===== src/rtl/neureka_tcdm_split_realign.sv =====
// Splits a wide TCDM request into MP 32-bit port transactions and realigns read responses.
// Optional NEUREKA_TCDM_SPLIT_BE_SKIP_EN: write ports with all-zero byte enables are not requested.
module neureka_tcdm_split_realign #(
  parameter int unsigned BW    = 128,
  parameter int unsigned DEPTH = 2
) (
  input  logic                   clk_i,
  input  logic                   rst_ni,
  input  logic                   clear_i,
  input  logic                   w_req_i,
  output logic                   w_gnt_o,
  input  logic [31:0]            w_add_i,
  input  logic                   w_wen_i,
  input  logic [BW/8-1:0]        w_be_i,
  input  logic [BW-1:0]          w_data_i,
  output logic [BW-1:0]          w_r_data_o,
  output logic                   w_r_valid_o,
  output logic [BW/32-1:0]       tcdm_req_o,
  input  logic [BW/32-1:0]       tcdm_gnt_i,
  output logic [BW/32*32-1:0]    tcdm_add_o,
  output logic [BW/32-1:0]       tcdm_wen_o,
  output logic [BW/32*4-1:0]     tcdm_be_o,
  output logic [BW/32*32-1:0]    tcdm_data_o,
  input  logic [BW/32*32-1:0]    tcdm_r_data_i,
  input  logic [BW/32-1:0]       tcdm_r_valid_i,
  output logic                   err_o
);
  localparam int unsigned MP = BW / 32;
  localparam int unsigned CW = $clog2(DEPTH + 1);
  localparam int unsigned PW = (DEPTH > 1) ? $clog2(DEPTH) : 1;

  logic [MP-1:0] done_q, done_d;
  logic [MP-1:0] grant, credit_ok, skip, resp_ok, stray, nonempty;
  logic          err_q, err_d;
  logic [CW-1:0] pend_q [MP];
  logic [CW-1:0] pend_d [MP];
  logic [CW-1:0] occ_q  [MP];
  logic [CW-1:0] occ_d  [MP];
  logic [PW-1:0] wptr_q [MP];
  logic [PW-1:0] wptr_d [MP];
  logic [PW-1:0] rptr_q [MP];
  logic [PW-1:0] rptr_d [MP];
  logic [31:0]   mem_q  [MP][DEPTH];

  // Port mapping, request gating and response classification.
  always_comb begin
    tcdm_req_o  = '0;
    tcdm_add_o  = '0;
    tcdm_wen_o  = '0;
    tcdm_be_o   = '0;
    tcdm_data_o = '0;
    w_r_data_o  = '0;
    grant       = '0;
    credit_ok   = '0;
    skip        = '0;
    resp_ok     = '0;
    stray       = '0;
    nonempty    = '0;
    for (int ii = 0; ii < MP; ii++) begin
      tcdm_add_o[32*ii+:32]  = w_add_i + 32'(4 * ii);
      tcdm_wen_o[ii]         = w_wen_i;
      tcdm_be_o[4*ii+:4]     = w_be_i[4*ii+:4];
      tcdm_data_o[32*ii+:32] = w_data_i[32*ii+:32];
`ifdef NEUREKA_TCDM_SPLIT_BE_SKIP_EN
      skip[ii] = ~w_wen_i & (w_be_i[4*ii+:4] == 4'b0000);
`else
      skip[ii] = 1'b0;
`endif
      // A read may only go out if its response is guaranteed a FIFO slot.
      credit_ok[ii] = ~w_wen_i |
                      (({1'b0, occ_q[ii]} + {1'b0, pend_q[ii]}) < (CW + 1)'(DEPTH));
      tcdm_req_o[ii] = w_req_i & ~done_q[ii] & credit_ok[ii] & ~skip[ii];
      grant[ii]      = tcdm_req_o[ii] & tcdm_gnt_i[ii];
      resp_ok[ii]    = tcdm_r_valid_i[ii] & (pend_q[ii] != '0);
      stray[ii]      = tcdm_r_valid_i[ii] & (pend_q[ii] == '0);
      nonempty[ii]   = (occ_q[ii] != '0);
    end
    for (int ii = 0; ii < MP; ii++) begin
      w_r_data_o[32*ii+:32] = (&nonempty) ? mem_q[ii][rptr_q[ii]] : 32'h0;
    end
  end

  assign w_gnt_o     = w_req_i & (&(done_q | grant | skip));
  assign w_r_valid_o = &nonempty;
  assign err_o       = err_q;

  always_comb begin
    done_d = done_q;
    err_d  = err_q | (|stray);
    if (w_gnt_o) done_d = '0;
    else if (w_req_i) done_d = done_q | grant;
    for (int ii = 0; ii < MP; ii++) begin
      pend_d[ii] = pend_q[ii];
      occ_d[ii]  = occ_q[ii];
      wptr_d[ii] = wptr_q[ii];
      rptr_d[ii] = rptr_q[ii];
      if (grant[ii] & w_wen_i & ~resp_ok[ii]) pend_d[ii] = pend_q[ii] + CW'(1);
      else if (~(grant[ii] & w_wen_i) & resp_ok[ii]) pend_d[ii] = pend_q[ii] - CW'(1);
      if (resp_ok[ii]) wptr_d[ii] = (wptr_q[ii] == PW'(DEPTH - 1)) ? '0 : wptr_q[ii] + PW'(1);
      if (w_r_valid_o) rptr_d[ii] = (rptr_q[ii] == PW'(DEPTH - 1)) ? '0 : rptr_q[ii] + PW'(1);
      if (resp_ok[ii] & ~w_r_valid_o) occ_d[ii] = occ_q[ii] + CW'(1);
      else if (~resp_ok[ii] & w_r_valid_o) occ_d[ii] = occ_q[ii] - CW'(1);
    end
    if (clear_i) begin
      done_d = '0;
      err_d  = 1'b0;
      for (int ii = 0; ii < MP; ii++) begin
        pend_d[ii] = '0;
        occ_d[ii]  = '0;
        wptr_d[ii] = '0;
        rptr_d[ii] = '0;
      end
    end
  end

  always_ff @(posedge clk_i or negedge rst_ni) begin
    if (!rst_ni) begin
      done_q <= '0;
      err_q  <= 1'b0;
      for (int ii = 0; ii < MP; ii++) begin
        pend_q[ii] <= '0;
        occ_q[ii]  <= '0;
        wptr_q[ii] <= '0;
        rptr_q[ii] <= '0;
      end
    end else begin
      done_q <= done_d;
      err_q  <= err_d;
      for (int ii = 0; ii < MP; ii++) begin
        pend_q[ii] <= pend_d[ii];
        occ_q[ii]  <= occ_d[ii];
        wptr_q[ii] <= wptr_d[ii];
        rptr_q[ii] <= rptr_d[ii];
      end
    end
  end

  // FIFO storage needs no reset: heads are masked until every FIFO holds data.
  always_ff @(posedge clk_i) begin
    for (int ii = 0; ii < MP; ii++) begin
      if (resp_ok[ii] & ~clear_i) mem_q[ii][wptr_q[ii]] <= tcdm_r_data_i[32*ii+:32];
    end
  end

endmodule


===== config.mk =====
export PLATFORM = sky130hd
export DESIGN_NAME = neureka_tcdm_split_realign
export DESIGN_NICKNAME = d
export VERILOG_FILES = /design/src/rtl/neureka_tcdm_split_realign.sv
export SDC_FILE = /design/constraint.sdc
export NUM_CORES = 1
export LEC_CHECK = 0
export ABC_AREA = 1
export CORE_AREA = 5 5 281 283
export DETAILED_ROUTE_END_ITERATION = 8
export DIE_AREA = 0 0 286 288
export DONT_BUFFER_PORTS = 1
export HOLD_SLACK_MARGIN = 0.1
export PLACE_DENSITY_LB_ADDON = 0.05
export REMOVE_ABC_BUFFERS = 1
export SLEW_MARGIN = 20
export SYNTH_ARGS = -nofsm -noshare
export SYNTH_HDL_FRONTEND = slang
export SYNTH_SLANG_ARGS = --single-unit

===== constraint.sdc =====
create_clock -name clk_i -period 3.4 [get_ports clk_i]
set_clock_uncertainty 0.15 [all_clocks]
set_input_delay 0.51 -clock clk_i [delete_from_list [all_inputs] [get_ports clk_i]]
set_output_delay 0.51 -clock clk_i [all_outputs]
set_load 0.1 [all_outputs]

==> run_results.csv, run 1 <==
group,metric,value,unit
clock_network,clockBufferDepth,3,
synth,postSynthRegisterBits,285,
synth,syn-cell-area,0.01465,mm2
clock_network,clk_pin_slew_worst_paths,0.06,ns
synth,synth_largest_area_cell,"sky130_fd_sc_hd__edfxtp_1",
floorplan,die_height,288,um
clock_network,cts-resized-gates,0,
finish,multi_input_comb_area,0.005112,mm2
global_route,grt_antenna_before_repair,1,
synth,synthesis.instances,1499,
worst_setup_path,worstPathArrival,2.54,ns
finish,final_net_count,2000,
synth,yosysMostFrequentCell,"sky130_fd_sc_hd__nand2_1",
worst_setup_path,crit_path_end_kind,"output port",
drt,avgRoutedWirePerCell,34.21,um
place,place.detailed.hpwl,72260,um
sta,report.final.hold_viol_count,0,
finish,regArea,0.008413,mm2
clock_network,clkSinkCount,285,
pwr,cellPowerDensity,624.9,mW/mm2
worst_setup_path,r2r_cells,10,
pwr,design_power_total,13.57,mW
global_route,first_pass_grt_wire_length,118000,um
clock_network,tritoncts.num_buffers,38,
worst_hold_path,timing.hold.worst.start,"tcdm_gnt_i[3]",
worst_setup_path,r2r-end,"pend_q[3]$_DFFE_PN0P_",
finish,post-route-util,28.42,%
drt,route.antenna.remaining_nets,0,
synth,seq_area_frac_synth,57.43,%
pwr,ir_worst_vdd,0.3823,mV
pwr,power.leakage,8.020,nW
synth,synth_edf_count,256,
global_route,pin_count_of_the_biggest_net_entering_global_routing,73,
synth,post_synth_num_cell_types,34,
floorplan,ios,728,
worst_setup_path,critPathKind,"register to output port",
synth,synth.area.top_cells,"sky130_fd_sc_hd__edfxtp_1, sky130_fd_sc_hd__nand2_1, sky130_fd_sc_hd__buf_4, sky130_fd_sc_hd__dfrtp_1, sky130_fd_sc_hd__a21oi_1",
floorplan,std_cell_rows,102,
sta,max_slew_violation_count,0,
sta,setup_viol,0,
worst_setup_path,crit_required,2.74,ns
worst_hold_path,worst_case_hold_path_end_point,"pend_q[0]$_DFFE_PN0P_",
sta,timing.max_slew.rel_slack,33.65,%
floorplan,floorplan.die_area,0.08237,mm2
drt,post-route-drc-count,0,
sta,finalWorstPathRequiredPeriod,3.200,ns
worst_setup_path,cp-start-kind,"register",
worst_setup_path,worst-r2r-setup-slack,1.03,ns
drt,route.detailed.vias_per_inst,4.312,
synth,async_reset_ff_share,10.18,%
worst_setup_path,r2r-start,"pend_q[3]$_DFFE_PN0P_",
drt,vias,11610,
drt,firstDrtPassIters,5,
floorplan,initial_core_util,19.16,%
synth,synth_area_per_cell,9.773,um2
finish,area_overhead_of_the_layout_relative_to_synthesis,48.28,%
global_route,global_route.usage.total,21.52,%
place,routabilityCongestion,0.8449,
sta,max_clock_freq,0.3125,GHz
synth,synth-warning-count,0,
clock_network,tritoncts,"done",
global_route,grt_pass1_vias,11590,
drt,routed_wire_length,92130,um
worst_hold_path,min_path_type,"input pin to register",
worst_hold_path,hold_path_depth,3,
flow_run,max_cap_violations,0,
floorplan,die_width,286,um
sta,tns,0,ns
clock_network,cts_max_level,2,
global_route,globalRoute.totalOverflow,0,
synth,portion_of_synthesized_cell_area_occupied_by_the_leading_cell_type,52.47,%
clock_network,cts-root-buf,"sky130_fd_sc_hd__clkbuf_16",
finish,layout-drive-gt1-share,30.81,%
sta,min_period_over_period,94.10,%
sta,grt_setup_unrepaired,"no",
worst_setup_path,path_max_fanout,5,
floorplan,core_outline_area,0.07645,mm2
clock_network,insertion_delay,0.55,ns
synth,synthFlopType,"sky130_fd_sc_hd__edfxtp_1",
synth,synth.cells.most_frequent,"sky130_fd_sc_hd__nand2_1, sky130_fd_sc_hd__edfxtp_1, sky130_fd_sc_hd__buf_4",
finish,num-fill-cells,7879,
drt,drtIter0Drc,870,
place,port_buffers,0,
sta,worst-slew-pin-transition,0.9953,ns
outcome,outcome,"finished clean",
cell families after synthesis:
kind of cell,count (synthesis),share of synthesized area (%)
and+or+nand+nor,646,18.40
buffers and inverters,338,14.25
DFF,285,57.43
AOI/OAI and AO/OA,168,5.816
xor gates and xnor gates,54,3.228
adders and majority gates,8,0.8882
flip-flops by register name, summed over array words and instances, names as in the netlist:
signal	flops
done_q	4
err_o	1
mem_q	256
occ_q	8
pend_q	8
rptr_q	4
wptr_q	4
power breakdown:
part | total [mW] | internal, mW | leakage, nW | switching [mW]
registers | 4.37 | 4.20 | 2.70 | 0.175
clock network | 3.90 | 2.31 | 0.584 | 1.58
logic | 5.31 | 1.51 | 4.73 | 3.80
worst max-delay path, cell delays in order (launching register included):
cell	delay (ns)
sky130_fd_sc_hd__dfrtp_1	0.42
sky130_fd_sc_hd__inv_1	0.09
sky130_fd_sc_hd__fa_1	0.54
sky130_fd_sc_hd__nand2_1	0.08
sky130_fd_sc_hd__nand2_1	0.10
sky130_fd_sc_hd__nand3_1	0.07
sky130_fd_sc_hd__nand2_1	0.11
sky130_fd_sc_hd__nand3_1	0.15
sky130_fd_sc_hd__nor2_2	0.12
sky130_fd_sc_hd__buf_4	0.30
how the worst max path moves through the flow:
stage,depth (start not counted),slack (ns),endpoint,start
final,9,0.20,w_gnt_o,pend_q[3]$_DFFE_PN0P_
after global routing,9,0.0009,w_gnt_o,pend_q[3]$_DFFE_PN0P_
after CTS,9,0.14,w_gnt_o,pend_q[3]$_DFFE_PN0P_
after detailed placement,8,0.43,tcdm_add_o[87],w_add_i[3]
after global placement,8,0.50,tcdm_add_o[87],w_add_i[3]
after floorplan,8,-1.15,tcdm_add_o[116],w_add_i[2]
layout by cell type, fill, tap and decap left out, types with 6 or more instances in the layout:
cell / Yosys / layout
sky130_fd_sc_hd__a21oi_1: 134 / 6
sky130_fd_sc_hd__a21oi_2: 0 / 128
sky130_fd_sc_hd__buf_12: 0 / 176
sky130_fd_sc_hd__buf_4: 190 / 74
sky130_fd_sc_hd__clkbuf_1: 33 / 11
sky130_fd_sc_hd__clkbuf_16: 0 / 39
sky130_fd_sc_hd__clkinv_1: 4 / 10
sky130_fd_sc_hd__dfrtp_1: 29 / 29
sky130_fd_sc_hd__dlygate4sd3_1: 0 / 134
sky130_fd_sc_hd__edfxtp_1: 256 / 256
sky130_fd_sc_hd__inv_1: 84 / 83
sky130_fd_sc_hd__nand2_1: 450 / 450
sky130_fd_sc_hd__nand3_1: 60 / 60
sky130_fd_sc_hd__nand4_1: 25 / 25
sky130_fd_sc_hd__nor2_1: 78 / 68
sky130_fd_sc_hd__nor2_2: 13 / 17
sky130_fd_sc_hd__nor2_4: 5 / 11
sky130_fd_sc_hd__o21ai_0: 27 / 25
sky130_fd_sc_hd__xor2_2: 0 / 49
routing by layer:
metal	up-vias	part of all wire, %	track usage (%)
li1	5084	-	-
met4	18	1.4	3.224
met1	5499	28	17.86
met2	931	45	33.49
met3	81	24	24.80
met5	-	1.4	11.55
area by class of cell:
type / count / area share [%]
repair buffers: 384 / 24.95
clock inverters: 17 / 0.7200
flip-flops and latches: 285 / 38.73
multi-input cells: 876 / 23.53
inverters: 90 / 1.555
clock buffers: 52 / 4.809
well taps: 988 / 5.691
diodes: 1 / 0.01152
what timing repair did:
item	CTS	global route
buffers inserted	0	0
hold buffers	135	0
hold endpoints to repair	295	0
metrics by stage:
step	hold slack, ns	cells	instance area (um2)	setup slack (ns)
after CTS	0.1030	2692	21720	0.1422
final	0.1584	2693	21720	0.2004
after global routing	0.1392	2692	21720	0.0009353
after floorplan	0.06441	1251	12900	-1.155
after global placement	0.06758	2488	19160	0.4997
after detailed placement	0.06765	2488	19160	0.4345
(Power assumes the default switching activity.)
==> inputs of run 2 (changes only) <==
Settings changed: SKIP_LAST_GASP from default to 1.
==> results of run 2 <==
No change in the layout: final DEF, timing and power equal those of run 1.
